==> src/rtl/tbird_taillight_fsm_pkg.sv <==
// Shared definitions for the tail-light sequencer: state encodings and widths.
package tbird_taillight_fsm_pkg;

    localparam int STATE_W = 3;

    localparam logic [STATE_W-1:0] ST_IDLE    = 3'd0;
    localparam logic [STATE_W-1:0] ST_LEFT    = 3'd1;
    localparam logic [STATE_W-1:0] ST_RIGHT   = 3'd2;
    localparam logic [STATE_W-1:0] ST_HAZ_ON  = 3'd3;
    localparam logic [STATE_W-1:0] ST_HAZ_OFF = 3'd4;

    // Bit positions of the buttons inside the synchronised request vector.
    localparam int BTN_LEFT   = 0;
    localparam int BTN_RIGHT  = 1;
    localparam int BTN_HAZARD = 2;
    localparam int BTN_W      = 3;

endpackage

==> src/rtl/tbird_taillight_fsm_sync_2ff.sv <==
// Two-flop synchroniser for asynchronous board inputs; reusable for any width.
module sync_2ff #(
    parameter int WIDTH = 1
) (
    input  logic             clock,
    input  logic             reset,
    input  logic [WIDTH-1:0] d,
    output logic [WIDTH-1:0] q
);

    logic [WIDTH-1:0] meta;

    always_ff @(posedge clock or negedge reset) begin
        if (!reset) begin
            meta <= '0;
            q    <= '0;
        end else begin
            meta <= d;
            q    <= meta;
        end
    end

endmodule

==> src/rtl/tbird_taillight_fsm.sv <==
// Thunderbird tail-light sequencer: steps one light pattern per clock_en tick.
module tbird_taillight_fsm
    import tbird_taillight_fsm_pkg::*;
#(
    parameter int N_LAMPS = 3
) (
    input  logic               clock,
    input  logic               reset,
    input  logic               clock_en,
    input  logic               left,
    input  logic               right,
    input  logic               hazard,
    output logic [N_LAMPS-1:0] left_lamps,
    output logic [N_LAMPS-1:0] right_lamps,
    output logic               busy,
    output logic [STATE_W-1:0] state_dbg
);

    localparam int STEP_W = $clog2(N_LAMPS + 1);
    localparam logic [STEP_W-1:0] STEP_MAX = STEP_W'(N_LAMPS);

    logic [BTN_W-1:0]   btn_sync;
    logic [STATE_W-1:0] state, state_next;
    logic [STEP_W-1:0]  step, step_next;
    logic               req_left, req_right, req_hazard;

    sync_2ff #(.WIDTH(BTN_W)) u_btn_sync (
        .clock (clock),
        .reset (reset),
        .d     ({hazard, right, left}),
        .q     (btn_sync)
    );

    assign req_left   = btn_sync[BTN_LEFT];
    assign req_right  = btn_sync[BTN_RIGHT];
    assign req_hazard = btn_sync[BTN_HAZARD];

    function automatic logic [N_LAMPS-1:0] thermometer(input logic [STEP_W-1:0] k);
        logic [N_LAMPS-1:0] t;
        for (int i = 0; i < N_LAMPS; i++) begin
            t[i] = (i < int'(k));
        end
        return t;
    endfunction

    always_comb begin
        state_next = ST_IDLE;
        step_next  = '0;
        case (state)
            ST_IDLE, ST_HAZ_OFF: begin
                if (req_hazard || (req_left && req_right)) begin
                    state_next = ST_HAZ_ON;
                end else if (req_left) begin
                    state_next = ST_LEFT;
                    step_next  = STEP_W'(1);
                end else if (req_right) begin
                    state_next = ST_RIGHT;
                    step_next  = STEP_W'(1);
                end
            end
            // A running sequence ignores direction changes; only hazard cuts it short.
            ST_LEFT, ST_RIGHT: begin
                if (req_hazard) begin
                    state_next = ST_HAZ_ON;
                end else if (step != STEP_MAX) begin
                    state_next = state;
                    step_next  = step + STEP_W'(1);
                end
            end
            ST_HAZ_ON: state_next = ST_HAZ_OFF;
            default:   state_next = ST_IDLE;
        endcase
    end

    always_ff @(posedge clock or negedge reset) begin
        if (!reset) begin
            state <= ST_IDLE;
            step  <= '0;
        end else if (clock_en) begin
            state <= state_next;
            step  <= step_next;
        end
    end

    // Lamps decode the next state so the pattern appears right after the tick edge.
    always_ff @(posedge clock or negedge reset) begin
        if (!reset) begin
            left_lamps  <= '0;
            right_lamps <= '0;
        end else if (clock_en) begin
            case (state_next)
                ST_LEFT: begin
                    left_lamps  <= thermometer(step_next);
                    right_lamps <= '0;
                end
                ST_RIGHT: begin
                    left_lamps  <= '0;
                    right_lamps <= thermometer(step_next);
                end
                ST_HAZ_ON: begin
                    left_lamps  <= '1;
                    right_lamps <= '1;
                end
                default: begin
                    left_lamps  <= '0;
                    right_lamps <= '0;
                end
            endcase
        end
    end

    assign busy      = (state != ST_IDLE);
    assign state_dbg = state;

endmodule

==> config.mk <==
export PLATFORM = sky130hd
export DESIGN_NAME = tbird_taillight_fsm
export DESIGN_NICKNAME = d
export VERILOG_FILES = /design/src/rtl/tbird_taillight_fsm_pkg.sv /design/src/rtl/tbird_taillight_fsm_sync_2ff.sv /design/src/rtl/tbird_taillight_fsm.sv
export SDC_FILE = /design/constraint.sdc
export NUM_CORES = 1
export LEC_CHECK = 0
export CAP_MARGIN = 20
export CORE_UTILIZATION = 52
export CTS_CLUSTER_SIZE = 24
export DETAILED_ROUTE_END_ITERATION = 8
export HOLD_SLACK_MARGIN = 0.12
export PLACE_DENSITY = 0.8
export SLEW_MARGIN = 10
export SYNTH_ARGS = -nofsm -noshare
export SYNTH_HDL_FRONTEND = slang
export SYNTH_SLANG_ARGS = --single-unit
export TNS_END_PERCENT = 5
==> constraint.sdc <==
create_clock -name clock -period 3.95 [get_ports clock]
set_clock_uncertainty 0.05 [all_clocks]
set_input_delay 0.79 -clock clock [delete_from_list [all_inputs] [get_ports clock]]
set_output_delay 0.79 -clock clock [all_outputs]
set_load 0.005 [all_outputs]
==> impl_metrics.csv <==
group,metric,value,unit
worst_setup_path,end_kind,"primary output",
finish,fin_util,70.9,%
sta,timing.setup.tns,0,ns
worst_setup_path,slowest_delay,0.70,ns
sta,finalWorstPathRequiredPeriod,2.54,ns
synth,synth_largest_type_area_fraction,52.1,%
drt,via_count,577,
finish,final-seq-area,425,um2
finish,multi_input_combinational_cell_area,325,um2
finish,final-instance-count-excl-fill,107,
floorplanning,io_pins,16,
synth,syn_area_per_cell,10.6,um2
cts,cts_buffers,3,
synth,synth_area,816,um2
run,maxCapViolations,0,
sta,hold_viol,0,
cts,cts-resized-gates,0,
worst_setup_path,worst_path_required,3.11,ns
cts,ctsRootBufferMaster,"clkbuf_4",
synth,synth_fp_nets,84,
cts,ctsHoldBuffers,0,
sta,report.final.slew_viol_count,0,
drt,route.final.wire_length,1460,um
worst_setup_path,crit_slowest_cell,"dfrtp_1",
pwr,leakage,0.432,nW
sta,maxClockFrequency,394,MHz
pwr,sequential_power_share,45.4,%
global_routing,overflow,0,
placed_design,io_buffers,15,
worst_setup_path,cp_max_fo,14,
synth,yosysUniqueCellTypes,26,
sta,setup_repair_after_global_routing_missed_its_margin,"no",
worst_setup_path,worst_setup_sp_type,"flip-flop",
worst_setup_path,timing.critical_path.cells,"nor2_1 -> nand2_1 -> clkdlybuf4s50_1",
cts,cts_max_path_buffers,2,
placed_design,place_worst_setup_slack,1.72,ns
cts,tritoncts,"done",
placed_design,dp_hpwl,1030,um
pwr,switching_power_share_of_the_total,34.0,%
pwr,net-switching-power,0.000192,W
sta,layout_worst_path_cycle_share,64.3,%
global_routing,global_route.usage.total,20.1,%
finish,insertedDiodeCount,0,
finish,number_of_filler_instances_in_the_final_layout,116,
pwr,vdd.ir_drop.worst,0.405,mV
synth,ys_seq_elements,17,
finish,post_route_cells_drive_above_1_share,12.0,%
global_routing,grt_antenna_before_repair,0,
cts,cts_sinks,17,
pwr,p_comb_share,38.5,%
finish,area_growth,20.1,%
synth,post_synth_most_frequent_cells,"dfrtp_1, nor2_1, inv_1",
worst_setup_path,path_class,"reg -> out",
drt,dr.pass1.iters,4,
drt,drc,0,
sta,postLayoutSetupSlackWorst,1.41,ns
sta,timing.final.setup_violations,0,
drt,postRouteAntennaNets,0,
floorplanning,core_area,1380,um2
floorplanning,die-area,1730,um2
sta,timing.max_slew.rel_slack,49.3,%
pwr,power.internal,0.000374,W
synth,post_synth_main_area_contributors,"dfrtp_1, nor2_1, o22ai_1",
sta,worst_max_slew_pin_slew,0.759,ns
synth,yosysTopAreaCell,"dfrtp_1",
pwr,power_frac_clock,16.2,%
global_routing,maximum_number_of_pins_on_one_net_before_global_route_repair,18,
global_routing,grt_pass1_wl,2540,um
cts,post_cts_setup_buffers,0,
placed_design,gp_routability_congestion,0.817,
drt,detail_route.vias_per_cell,5.39,
synth,yosysMostFrequentCell,"dfrtp_1",
cts,cts.reportedPaths.clkPinSlew,0.09,ns
worst_setup_path,crit_arrival,1.70,ns
floorplanning,placement_rows,13,
cts,htree_levels,1,
synth,async_set_reset_flop_share_out_of_synthesis,100,%
pwr,power.total,0.000566,W
min_path,hold_path.class,"reg -> reg",
finish,nNetsFinal,100,
synth,synth-warning-count,0,
synth,synthFlopType,"dfrtp_1",
synth,synth_sequential_area_ratio,52.1,%
synth,syn_inst,77,
floorplanning,start_util,59.0,%
global_routing,grt_pass1_vias,547,
worst_setup_path,critical-path-top-delay-family,"flip-flops",
placed_design,numPlacedInstances,103,
cts,clock_latency,0.29,ns
drt,wire_per_inst,13.7,um
worst_setup_path,critical_path_buf_inv_count,1,
floorplanning,die_h,41.6,um
floorplanning,fp.dieW,41.6,um
pwr,power-per-cell-area,577,nW/um2
drt,drt_iter0_markers,15,
status,status,"finished, final reports clean",
synth,number_of_enable_type_register_cells_in_the_synthesized_netlist,0,
## sequential cells by signal, indices dropped and copies added (netlist names)
signal           cells
u_btn_sync.q         3
right_lamps          3
state_dbg            3
u_btn_sync.meta      3
left_lamps           3
step                 2
## power by group through the flow
stage | Sequential (W) | Combinational, W | Clock [W]
2_1_floorplan | 0.000243 | 0.000148 | 0
3_3_place_gp | 0.000259 | 0.000215 | 0
3_5_place_dp | 0.000262 | 0.000216 | 0
4_1_cts | 0.000258 | 0.000219 | 0.0000943
5_1_grt | 0.000265 | 0.000239 | 0.000104
6_report | 0.000257 | 0.000218 | 0.0000915
## stage by stage
| stage | hold slack (ns) | cell area [um2] |
|---|---|---|
| finish | 0.303 | 980 |
| detailed placement | 0.285 | 953 |
| global route | 0.321 | 980 |
| CTS | 0.306 | 980 |
| floorplan | 0.281 | 816 |
| global placement | 0.284 | 953 |
## logic make-up (layout without fill, tap and decap cells)
| logic type | after synthesis | in the layout | share of synthesized area (%) |
|---|---|---|---|
| mux | 3 | 3 | 3.83 |
| compound gates | 21 | 21 | 17.9 |
| xor+xnor | 2 | 2 | 4.45 |
| simple gates | 20 | 20 | 12.1 |
| flops | 17 | 17 | 52.1 |
| buf+inv | 13 | 28 | 7.97 |
| fa+ha+maj | 1 | 1 | 1.53 |
## placed cells by master, fill, tap and decap left out
cell type,n
a21oi_1,5
a2bb2oi_1,1
and3_4,1
clkbuf_1,1
clkbuf_4,3
clkdlybuf4s50_1,15
dfrtp_1,17
ha_1,1
inv_1,9
mux2_2,1
mux2i_1,2
nand2_1,3
nand2b_1,2
nand3_1,2
nand4_1,1
nor2_1,10
nor3_2,1
o2111ai_1,1
o211ai_2,1
o21ai_0,3
o21ai_1,1
o21ai_2,2
o22ai_1,6
o41ai_2,1
xnor2_1,1
xor2_4,1
## per-layer routing
layer / global-route usage (%) / share of wire, % / wire [um] / vias up
met2: 30.6 / 46 / 679 / 21
met3: 6.52 / 6.0 / 87 / 5
met1: 25.9 / 45 / 658 / 260
met4: 9.68 / 2.5 / 36 / 0
met5: 0 / 0 / 0 / -
li1: - / - / - / 291
## final cells by class
class,count,share of cell area (%)
clock buffers,4,2.68
inverters,9,3.45
multi-input cells,47,33.2
flip-flops and latches,17,43.4
well taps,15,1.92
repair buffers,15,15.3
## path summary, 6_finish.rpt
kind                                                    from                          to  slack (ns)  cells past startpoint
worst max register to register      state_dbg[0]$_DFFE_PN0P_  right_lamps[2]$_DFFE_PN0P_        2.24                      5
max in group asynchronous                              reset    state_dbg[0]$_DFFE_PN0P_        2.48                      1
worst max-delay path                state_dbg[0]$_DFFE_PN0P_                        busy        1.41                      3
worst min register to register  u_btn_sync.meta[1]$_DFF_PN0_   u_btn_sync.q[1]$_DFF_PN0_        0.30                      0
worst min-delay path            u_btn_sync.meta[1]$_DFF_PN0_   u_btn_sync.q[1]$_DFF_PN0_        0.30                      0
min in group asynchronous                              reset         step[1]$_DFFE_PN0P_        0.89                      1
Note: power is estimated with default switching activity, not from simulation.
